<file path="src/rtl/wisc_pkg.sv">
// Shared pipeline-control definitions: register-number width and the
// hazard controller's state encoding.
package wisc_pkg;

    localparam int REG_W = 4;

    typedef enum logic [1:0] {
        ST_RUN    = 2'd0,
        ST_DRAIN  = 2'd1,
        ST_HALTED = 2'd2
    } hc_state_e;

endpackage

</file>
<file path="src/rtl/hazard_detect.sv">
// Combinational load-use detector: the Decode instruction reads a register
// that the load currently in Execute has not yet produced.
module hazard_detect
    import wisc_pkg::*;
(
    input  logic [REG_W-1:0] id_srcReg1,
    input  logic [REG_W-1:0] id_srcReg2,
    input  logic             id_uses_src1,
    input  logic             id_uses_src2,
    input  logic [REG_W-1:0] ex_dstReg,
    input  logic             ex_memRead,
    output logic             load_use_o
);

    logic src1_hit;
    logic src2_hit;

    assign src1_hit = id_uses_src1 && (id_srcReg1 == ex_dstReg);
    assign src2_hit = id_uses_src2 && (id_srcReg2 == ex_dstReg);

    // Register 0 is hard-wired zero, so a load targeting it never creates a hazard.
    assign load_use_o = ex_memRead && (ex_dstReg != '0) && (src1_hit || src2_hit);

endmodule

</file>
<file path="src/rtl/hazard_ctrl.sv">
// Pipeline hazard controller: freezes on memory busy, flushes on taken branch,
// stalls on load-use, and drains the pipeline after HLT before halting.
module hazard_ctrl
    import wisc_pkg::*;
#(
    parameter int DRAIN_CYCLES = 3,
    parameter int CNT_W        = 16
) (
    input  logic             clk,
    input  logic             rst_n,
    input  logic [REG_W-1:0] id_srcReg1,
    input  logic [REG_W-1:0] id_srcReg2,
    input  logic             id_uses_src1,
    input  logic             id_uses_src2,
    input  logic             id_is_hlt,
    input  logic [REG_W-1:0] ex_dstReg,
    input  logic             ex_memRead,
    input  logic             ex_branch_taken,
    input  logic             mem_busy,
    output logic             pc_wen,
    output logic             if_id_wen,
    output logic             id_ex_wen,
    output logic             ex_mem_wen,
    output logic             if_id_flush,
    output logic             id_ex_flush,
    output logic             halted,
    output logic [CNT_W-1:0] stall_count
);

    localparam logic [2:0]       DRAIN_INIT = 3'(DRAIN_CYCLES);
    localparam logic [CNT_W-1:0] CNT_ONE    = {{(CNT_W-1){1'b0}}, 1'b1};

    logic             load_use;
    hc_state_e        state_q, state_d;
    logic [2:0]       drain_q, drain_d;
    logic [CNT_W-1:0] stall_q, stall_d;

    hazard_detect u_detect (
        .id_srcReg1   (id_srcReg1),
        .id_srcReg2   (id_srcReg2),
        .id_uses_src1 (id_uses_src1),
        .id_uses_src2 (id_uses_src2),
        .ex_dstReg    (ex_dstReg),
        .ex_memRead   (ex_memRead),
        .load_use_o   (load_use)
    );

    always_ff @(posedge clk or negedge rst_n) begin
        if (!rst_n) begin
            state_q <= ST_RUN;
            drain_q <= '0;
            stall_q <= '0;
        end else begin
            state_q <= state_d;
            drain_q <= drain_d;
            stall_q <= stall_d;
        end
    end

    always_comb begin
        state_d     = state_q;
        drain_d     = drain_q;
        stall_d     = stall_q;
        pc_wen      = 1'b1;
        if_id_wen   = 1'b1;
        id_ex_wen   = 1'b1;
        ex_mem_wen  = 1'b1;
        if_id_flush = 1'b0;
        id_ex_flush = 1'b0;

        if (state_q == ST_HALTED || mem_busy) begin
            pc_wen     = 1'b0;
            if_id_wen  = 1'b0;
            id_ex_wen  = 1'b0;
            ex_mem_wen = 1'b0;
        end else begin
            case (state_q)
                ST_RUN: begin
                    if (ex_branch_taken) begin
                        if_id_flush = 1'b1;
                        id_ex_flush = 1'b1;
                    end else if (load_use) begin
                        pc_wen      = 1'b0;
                        if_id_wen   = 1'b0;
                        id_ex_flush = 1'b1;
                        stall_d     = (&stall_q) ? stall_q : stall_q + CNT_ONE;
                    end else if (id_is_hlt) begin
                        pc_wen      = 1'b0;
                        if_id_flush = 1'b1;
                        drain_d     = DRAIN_INIT;
                        state_d     = ST_DRAIN;
                    end
                end
                ST_DRAIN: begin
                    // A taken branch means the HLT was fetched down the wrong path.
                    if (ex_branch_taken) begin
                        if_id_flush = 1'b1;
                        id_ex_flush = 1'b1;
                        drain_d     = '0;
                        state_d     = ST_RUN;
                    end else begin
                        pc_wen      = 1'b0;
                        if_id_flush = 1'b1;
                        drain_d     = drain_q - 3'd1;
                        if (drain_q <= 3'd1) begin
                            state_d = ST_HALTED;
                        end
                    end
                end
                default: state_d = ST_RUN;
            endcase
        end
    end

    assign halted      = (state_q == ST_HALTED);
    assign stall_count = stall_q;

endmodule

</file>
<file path="config.mk">
export PLATFORM = sky130hd
export DESIGN_NAME = hazard_ctrl
export DESIGN_NICKNAME = d
export VERILOG_FILES = /design/src/rtl/wisc_pkg.sv /design/src/rtl/hazard_detect.sv /design/src/rtl/hazard_ctrl.sv
export SDC_FILE = /design/constraint.sdc
export NUM_CORES = 1
export LEC_CHECK = 0
export ABC_AREA = 1
export BUFFER_PORTS_ARGS = -buffer_cell sky130_fd_sc_hd__buf_2
export CAP_MARGIN = 40
export CORE_MARGIN = 2
export CORE_UTILIZATION = 46
export CTS_CLUSTER_SIZE = 28
export DETAILED_ROUTE_END_ITERATION = 10
export GPL_TIMING_DRIVEN = 1
export HOLD_SLACK_MARGIN = 0.15
export PLACE_DENSITY = 0.74
export SLEW_MARGIN = 30
export SYNTH_ARGS = -nofsm -noshare
export SYNTH_HDL_FRONTEND = slang
export SYNTH_SLANG_ARGS = --single-unit
</file>
<file path="constraint.sdc">
create_clock -name clk -period 1.61 [get_ports clk]
set_clock_uncertainty 0.15 [all_clocks]
set_input_delay 0.0805 -clock clk [delete_from_list [all_inputs] [get_ports clk]]
set_output_delay 0.0805 -clock clk [all_outputs]
set_load 0.01 [all_outputs]
</file>
==> flow_summary.ini, run 1 <==
[setup_path]
crit_family = flip-flops
cp-start-kind = flop
slowest_delay_ns = 0.43
cp_num_cells = 8
ff2ff_path_depth = 9
worst-path-buf-inv = 4
crit_arrival_ns = 1.56
regToRegSetupSlack_ns = -0.08
crit_fanout = 3
critPathSlowestCell = dfrtp_1
critPathRequiredTime_ns = 1.38
end_kind = output port
worst-setup-path-type = flop to output port
crit_chain = inv_2 -> nor2_4 -> nor2_4 -> inv_2 -> nor2_4 -> inv_2 -> a31oi_1 -> buf_2

[global_route]
grt_pass1_wl_um = 6420
track_usage_pct = 23.1
grt_overflow = 0
grt_max_degree = 22
grt_pass1_vias = 1475
antenna_found_initial = 0

[hold_path]
hold_path.class = input port to flop
hold_depth = 7

[synth]
netlist_instances = 210
async_reset_ff_share_pct = 100
synth_most_common_cell = nand2_1
ys.flop_type = dfrtp_1
syn_avg_cell_area_um2 = 7.09
synth.area.top_cells = dfrtp_1 (35%), nand2_1 (18%), xnor2_1 (7.6%), nor2_1 (5.3%), inv_1 (5.0%)
synth-edff-count = 0
yosysWarnings = 0
ys_types = 27
synthTopCellsByCount = nand2_1 (72), dfrtp_1 (21), nor2_1 (21), inv_1 (20), xnor2_1 (13)
yosys.area.top_type = dfrtp_1
synth_top_area_share_pct = 35.3
synth-seq-area-share_pct = 35.3
syn-cell-area_mm2 = 0.00149
synth_nets = 233
synth_seq_cells = 21

[route]
drtAntennaViolNets = 0
dr.pass1.iters = 4
vias_per_cell = 4.92
totalWireLength_um = 4180
drc = 0
vias = 1669
routedWlPerCell_um = 12.3
first_iter_violations = 57

[placement]
pre_cts_ws_ns = 0.0340
routabilityCongestion = 0.909
numPortBuffers = 42
hpwl_um = 2710
place_area_mm2 = 0.00190

[finish]
n_antenna_cell = 0
drive_above_1_share_pct = 42.4
fin_nets = 319
area_delta_synth_final_pct = 49.1
fillCellCount = 225
final_area_mm2 = 0.00222

[floorplan]
start_util_pct = 48.4
dieWidth_um = 60.9
die_area_mm2 = 0.00371
num_io_pins = 43
core-area_mm2 = 0.00308
num_rows = 20
die_h_um = 60.9

[sta]
max_freq_mhz = 558
fin_crit_sh_pct = 111
slew_violations = 0
final_hold_viol_count = 0
fin_ws_ns = -0.181
finalCriticalPeriod_ns = 1.79
setup_viol = 22
slew_headroom_pct = 68.0
hold_ws_ns = 0.290
rsz0062_at_grt = yes
worst_pin_slew_ns = 0.479

[status]
violations = negative setup slack
outcome = finished with violations

[power_and_ir_drop]
vdd_drop_max_v = 0.000669
power.static_leakage_nw = 1.21
p_per_area_mw_per_mm2 = 802

[clocking]
insertion_delay_ns = 0.32
ctsHtreeMaxLevel = 1
clkTransAtPathRegs_ns = 0.13
cts.sinks = 21
cts-root-buf = clkbuf_4
cts_inserted_buffers = 3
clk_path_buf_depth = 2
cts_tree = yes

[run]
maxCapViolations = 0
area by class of cell:
cell class	count	area (um^2)	share of cell area, %
multi-input combinational	161	940	42.3
tap	44	55.1	2.48
timing repair buffer	84	569	25.6
clock inverter	1	5.00	0.225
clock buffer	3	22.5	1.01
sequential	21	527	23.7
inverter	25	101	4.57
state kept, by name, indices dropped and copies added (netlist names):
name / cells
drain_q: 3
state_q: 2
stall_count: 16
cells in the final DEF, fill, tap and decap left out, drive strengths merged, types with 5 or more instances in the layout:
master / n
xnor2: 13
nand3: 13
o21ai: 12
inv: 25
xor2: 5
nand2: 73
nand4: 7
buf: 79
a21oi: 5
dfrtp: 21
dlygate4sd3: 5
nor2: 23
power breakdown:
group	internal [mW]	switching [mW]
combinational	0.387	0.458
sequential	0.610	0.0630
clock	0.0931	0.169
cells by family after synthesis:
family,count (synthesis),synth area share [%]
buf+inv,28,8.23
xor+xnor,18,10.6
flops,21,35.3
fa+ha+maj,3,2.52
simple gates,121,36.2
compound gates,19,7.14
worst min-delay path, cell delays in order:
cell and delay, ns:
buf_2 0.09, a21boi_1 0.15, nand2_1 0.12, nand3_1 0.10
inv_1 0.06, nand3_1 0.06, nand2_1 0.07
per-layer routing:
metal  track usage [%]  vias to the layer above  part of all wire (%)  wire [um]
li1                  -                      835                     -          -
met1              32.4                      776                    46       1940
met2              37.9                       52                    48       2010
met3              4.05                        6                   4.7        195
met4              4.66                        0                   1.0         42
met5                 0                        -                     0          0
repair_timing:
| item | in CTS | in global routing |
|---|---|---|
| hold buffers | 5 | 0 |
| buffers inserted | 9 | 7 |
| pin swaps | 3 | 16 |
| hold endpoints to repair | 26 | 0 |
| endpoints found under the setup margin | 4 | 23 |
| resized for setup | 13 | 27 |
through the flow:
stage / util, % / power (mW) / std cells / setup TNS, ns
global placement: 61.7 / 1.29 / 314 / 0
floorplan: - / 1.05 / 210 / -0.300
detailed placement: 61.7 / 1.30 / 314 / 0
global route: 72.1 / 1.90 / 339 / -2.87
finish: 72.1 / 1.78 / 339 / -1.13
CTS: 67.6 / 1.66 / 332 / -0.285
path summary, 6_finish.rpt:
kind	start	end
min in group asynchronous	rst_n	stall_count[11]$_DFFE_PN0P_
setup / recovery	state_q[1]$_DFFE_PN0P_	if_id_flush
hold reg to reg	drain_q[1]$_DFFE_PN0P_	drain_q[1]$_DFFE_PN0P_
max in group asynchronous	rst_n	state_q[0]$_DFFE_PN0P_
setup reg to reg	state_q[0]$_DFFE_PN0P_	state_q[1]$_DFFE_PN0P_
hold / removal	ex_memRead	state_q[0]$_DFFE_PN0P_
No activity file was read; power rests on OpenSTA's default activity.
==> inputs of run 2 (changes only) <==
- CORE_UTILIZATION: 46 -> 55
- PLACE_DENSITY: 0.74 -> 0.83
- clock period: 1.61 -> 2.2 ns (I/O delays scaled with it)
==> flow_summary.ini, run 2 (synthesized netlist as in run 1, its figures left out) <==
[status]
outcome = finished clean

[placement]
routabilityCongestion = 0.915
hpwl_um = 2440
numPortBuffers = 42
placed_cells = 279
place_area_mm2 = 0.00171

[floorplan]
num_rows = 18
die_h_um = 56.0
core-area_mm2 = 0.00252
start_util_pct = 59.0
die_area_mm2 = 0.00314
dieWidth_um = 56.0
num_io_pins = 43

[hold_path]
hold_path.class = input port to asynchronous set/reset pin

[setup_path]
timing.rr.start = state_q[1]$_DFFE_PN0P_
crit_chain = inv_2 -> nor2_1 -> nor2_2 -> inv_1 -> nor2_4 -> nand3_1 -> dlygate4sd3_1 -> nand2_1
crit_family = buffers and inverters
worst-path-buf-inv = 3
worst-setup-path-type = flop to flop
crit_fanout = 5
critPathSlowestCell = dlygate4sd3_1
slowest_delay_ns = 0.56
end_kind = flop
critPathRequiredTime_ns = 2.30
startpoint = state_q[1]$_DFFE_PN0P_
crit_arrival_ns = 2.17
cp-start-kind = flop

[global_route]
grt_pass1_wl_um = 5390
track_usage_pct = 21.1
grt_overflow = 0
grt_max_degree = 22
antenna_found_initial = 0
grt_pass1_vias = 1291

[power_and_ir_drop]
p_per_area_mw_per_mm2 = 608
power.static_leakage_nw = 1.01
finalPower_mw = 1.10
vdd_drop_max_v = 0.000484

[route]
first_iter_violations = 53
dr.pass1.iters = 4
vias_per_cell = 5.01
routedWlPerCell_um = 11.3
vias = 1458
totalWireLength_um = 3280
drtAntennaViolNets = 0
drc = 0

[sta]
slew_headroom_pct = 69.5
fin_crit_sh_pct = 94.1
hold_ws_ns = 0.221
worst_pin_slew_ns = 0.457
setup_viol = 0
max_freq_mhz = 483
slew_violations = 0
final_hold_viol_count = 0
finalCriticalPeriod_ns = 2.07

[clocking]
cts_tree = yes
cts_inserted_buffers = 3
ctsHtreeMaxLevel = 1
cts-root-buf = clkbuf_4
insertion_delay_ns = 0.30
clk_path_buf_depth = 2
clkTransAtPathRegs_ns = 0.11
cts.sinks = 21

[finish]
drive_above_1_share_pct = 23.4
n_antenna_cell = 0
final_common_cell = nand2_1
area_delta_synth_final_pct = 22.0
fin_nets = 285
final_area_mm2 = 0.00182
fillCellCount = 204
most-common-layout-cells = nand2_1 (72), buf_2 (43), dfrtp_1 (21)
largest_register_ffs = 16
fin_cells = 291

[run]
maxCapViolations = 0
[run 2: cell count changes in the layout (fill, tap and decap cells not counted), moves of 5 or more]
cell | previous run | this run
nand2_1 | 59 | 72
nor2_1 | 15 | 20
nand2_2 | 13 | 1
buf_4 | 34 | 1
[run 2: layout make-up]
class / count / area (um^2) / area share (%)
multi-input cells: 161 / 848 / 46.7
flip-flops and latches: 21 / 526 / 28.9
repair buffers: 50 / 283 / 15.6
inverters: 25 / 96.3 / 5.30
well taps: 30 / 37.5 / 2.07
clock buffers: 4 / 26.3 / 1.45
[run 2: layer usage]
layer | vias up | global-route usage, % | share of wire [%]
li1 | 766 | - | -
met1 | 621 | 27.8 | 45
met2 | 67 | 33.8 | 45
met3 | 4 | 6.51 | 8.9
met4 | 0 | 5.10 | 1.0
met5 | - | 0 | 0
[run 2: final timing paths]
check | to | slack (ns) | cells after the start
worst max-delay path | drain_q[1]$_DFFE_PN0P_ | 0.13 | 8
worst min-delay path | stall_count[9]$_DFFE_PN0P_ | 0.22 | 3
worst max register to register | drain_q[1]$_DFFE_PN0P_ | 0.13 | 8
worst min register to register | drain_q[1]$_DFFE_PN0P_ | 0.35 | 2
max in group asynchronous | stall_count[3]$_DFFE_PN0P_ | 1.36 | 3
min in group clk | stall_count[12]$_DFFE_PN0P_ | 0.23 | 6
[run 2: worst reg2reg max path, cell delays in order (launching register included)]
cell and delay [ns]:
dfrtp_1 0.48, inv_2 0.13, nor2_1 0.07, nor2_2 0.21, inv_1 0.14, nor2_4 0.14, nand3_1 0.08, dlygate4sd3_1 0.56
nand2_1 0.07
[run 2: per-stage QoR]
| step | worst slack [ns] | util, % | TNS (ns) |
|---|---|---|---|
| 2_1_floorplan | 0.427 | - | 0 |
| 3_3_place_gp | 0.368 | 67.8 | 0 |
| 3_5_place_dp | 0.303 | 67.8 | 0 |
| 4_1_cts | 0.0928 | 71.6 | 0 |
| 5_1_grt | -0.0285 | 72.0 | -0.0285 |
| 6_report | 0.130 | 72.0 | 0 |
[run 2: what timing repair did]
action,in CTS,in global routing
hold buffers,7,0
buffers inserted,0,1
resized for setup,0,2
endpoints found under the hold margin,32,0
setup endpoints to repair,0,4
[run 2: report_power, final]
group,internal [mW],leakage (nW),switching (mW)
clock,0.0708,0.0150,0.114
combinational,0.174,0.720,0.237
sequential,0.445,0.275,0.0627
total,0.690,1.01,0.414
==> inputs of run 3 (changes only) <==
- CORE_UTILIZATION: 55 -> 35
- GPL_TIMING_DRIVEN: 1 -> 0
- PLACE_DENSITY: 0.83 -> 0.57
==> flow_summary.ini, run 3 (synthesized netlist as in run 1, its figures left out) <==
[setup_path]
cp-start-kind = flop
worst-path-buf-inv = 4
slowest_delay_ns = 0.44
end_kind = output port
critPathSlowestCell = dfrtp_1
worst-setup-path-type = flop to output port
crit_family = simple AND/OR/NAND/NOR gates
critPathRequiredTime_ns = 1.94
crit_fanout = 6
regToRegSetupSlack_ns = 0.28
crit_arrival_ns = 1.74
crit_chain = inv_2 -> nor2_1 -> nor2_4 -> inv_1 -> nor2_1 -> inv_1 -> a31oi_1 -> buf_2

[route]
drc = 0
vias = 1450
dr.pass1.iters = 5
totalWireLength_um = 3250
first_iter_violations = 66
vias_per_cell = 4.69
routedWlPerCell_um = 10.5
drtAntennaViolNets = 0

[floorplan]
core-area_mm2 = 0.00406
dieWidth_um = 69.2
num_io_pins = 43
start_util_pct = 36.7
num_rows = 23
die_h_um = 69.2
die_area_mm2 = 0.00479

[sta]
worst_pin_slew_ns = 0.478
fin_crit_sh_pct = 91.0
setup_viol = 0
fin_ws_ns = 0.198
final_hold_viol_count = 0
slew_headroom_pct = 68.1
finalCriticalPeriod_ns = 2.00
max_freq_mhz = 500
tns_ns = 0
slew_violations = 0
rsz0062_at_grt = no

[finish]
multi_input_area_um2 = 846
final_common_cell = nand2_1
drive_above_1_share_pct = 23.6
fillCellCount = 433
area_delta_synth_final_pct = 23.7
fin_util_pct = 45.4
register_area_um2 = 526
largest_register_ffs = 16
fin_nets = 283
most-common-layout-cells = nand2_1 (72), buf_2 (42), nor2_1 (21), dfrtp_1 (21), inv_1 (20)
n_antenna_cell = 0

[power_and_ir_drop]
p_sw_uw = 411
power_frac_seq_pct = 44.4
vdd_drop_max_v = 0.000336
combPwrFrac_pct = 33.3
internal_power_uw = 729
p_per_area_mw_per_mm2 = 619
p_sw_share_pct = 36.0
finalPower_mw = 1.14
power.static_leakage_nw = 1.01
clock_power_share_pct = 22.3

[clocking]
clkTransAtPathRegs_ns = 0.08
clk_path_buf_depth = 2
insertion_delay_ns = 0.26
cts.sinks = 21
cts_setup_buffers = 0
cts_tree = yes
ctsHtreeMaxLevel = 1
cts_inserted_buffers = 3
cts-root-buf = clkbuf_8

[placement]
numPortBuffers = 42
routabilityCongestion = 0.763
hpwl_um = 2510
pre_cts_ws_ns = 0.258

[global_route]
antenna_found_initial = 0
grt_pass1_vias = 1342
track_usage_pct = 14.3
grt_pass1_wl_um = 5780
grt_overflow = 0
grt_max_degree = 22

[status]
outcome = finished clean

[hold_path]
hold_path.class = input port to flop

[run]
maxCapViolations = 0
==> run 3: cell count changes in the layout (fill, tap and decap cells not counted) <==
cell	previous run	this run
clkbuf_4	3	0
nor2_2	1	0
clkbuf_8	0	3
dlygate4sd3_1	6	3
buf_2	43	42
nor2_1	20	21
buf_6	0	1
buf_4	1	2
==> run 3: power by group through the flow <==
stage | registers (mW) | clock network [mW] | logic (mW)
after floorplan | 0.519 | 0 | 0.243
after CTS | 0.506 | 0.265 | 0.384
after global routing | 0.519 | 0.275 | 0.436
after global placement | 0.514 | 0 | 0.376
after detailed placement | 0.514 | 0 | 0.377
final | 0.506 | 0.254 | 0.380
==> run 3: worst min-delay path, cell delays in order <==
cell	delay [ns]
buf_2	0.10
nor2_4	0.05
nand4_1	0.15
nand2_1	0.06
nand2_1	0.05
==> run 3: what timing repair did <==
action	CTS	global route
hold buffers	3	0
setup endpoints to repair	0	2
gates resized for setup	0	1
hold endpoints to repair	24	0
==> run 3: final timing paths <==
path,startpoint,to,depth (start not counted)
hold reg to reg,drain_q[1]$_DFFE_PN0P_,drain_q[1]$_DFFE_PN0P_,2
max in group asynchronous,rst_n,stall_count[13]$_DFFE_PN0P_,2
min in group asynchronous,rst_n,stall_count[9]$_DFFE_PN0P_,2
setup / recovery,state_q[1]$_DFFE_PN0P_,if_id_flush,8
setup reg to reg,stall_count[0]$_DFFE_PN0P_,stall_count[13]$_DFFE_PN0P_,10
hold / removal,mem_busy,drain_q[1]$_DFFE_PN0P_,5
==> run 3: metal layers <==
| metal | vias to the layer above | wire length (um) | global-route usage, % |
|---|---|---|---|
| met5 | - | 0 | 0 |
| met4 | 0 | 38 | 4.58 |
| met3 | 4 | 151 | 2.33 |
| met2 | 33 | 1500 | 23.4 |
| met1 | 647 | 1570 | 19.4 |
| li1 | 766 | - | - |
==> run 3: stage by stage <==
| step | hold WS (ns) | instances | cell area (um^2) |
|---|---|---|---|
| 6_report | 0.159 | 309 | 1840 |
| 5_1_grt | 0.198 | 309 | 1840 |
| 4_1_cts | 0.152 | 309 | 1840 |
| 3_5_place_dp | -0.0460 | 302 | 1760 |
| 3_3_place_gp | -0.0503 | 302 | 1760 |
| 2_1_floorplan | -0.336 | 210 | 1490 |
==> run 3: layout make-up <==
type / count / area share, %
Tap cell: 50 / 3.40
Clock buffer: 4 / 2.45
Multi-Input combinational cell: 161 / 45.9
Buffer: 3 / 1.43
Inverter: 25 / 5.23
Sequential cell: 21 / 28.5
Timing Repair Buffer: 45 / 13.0
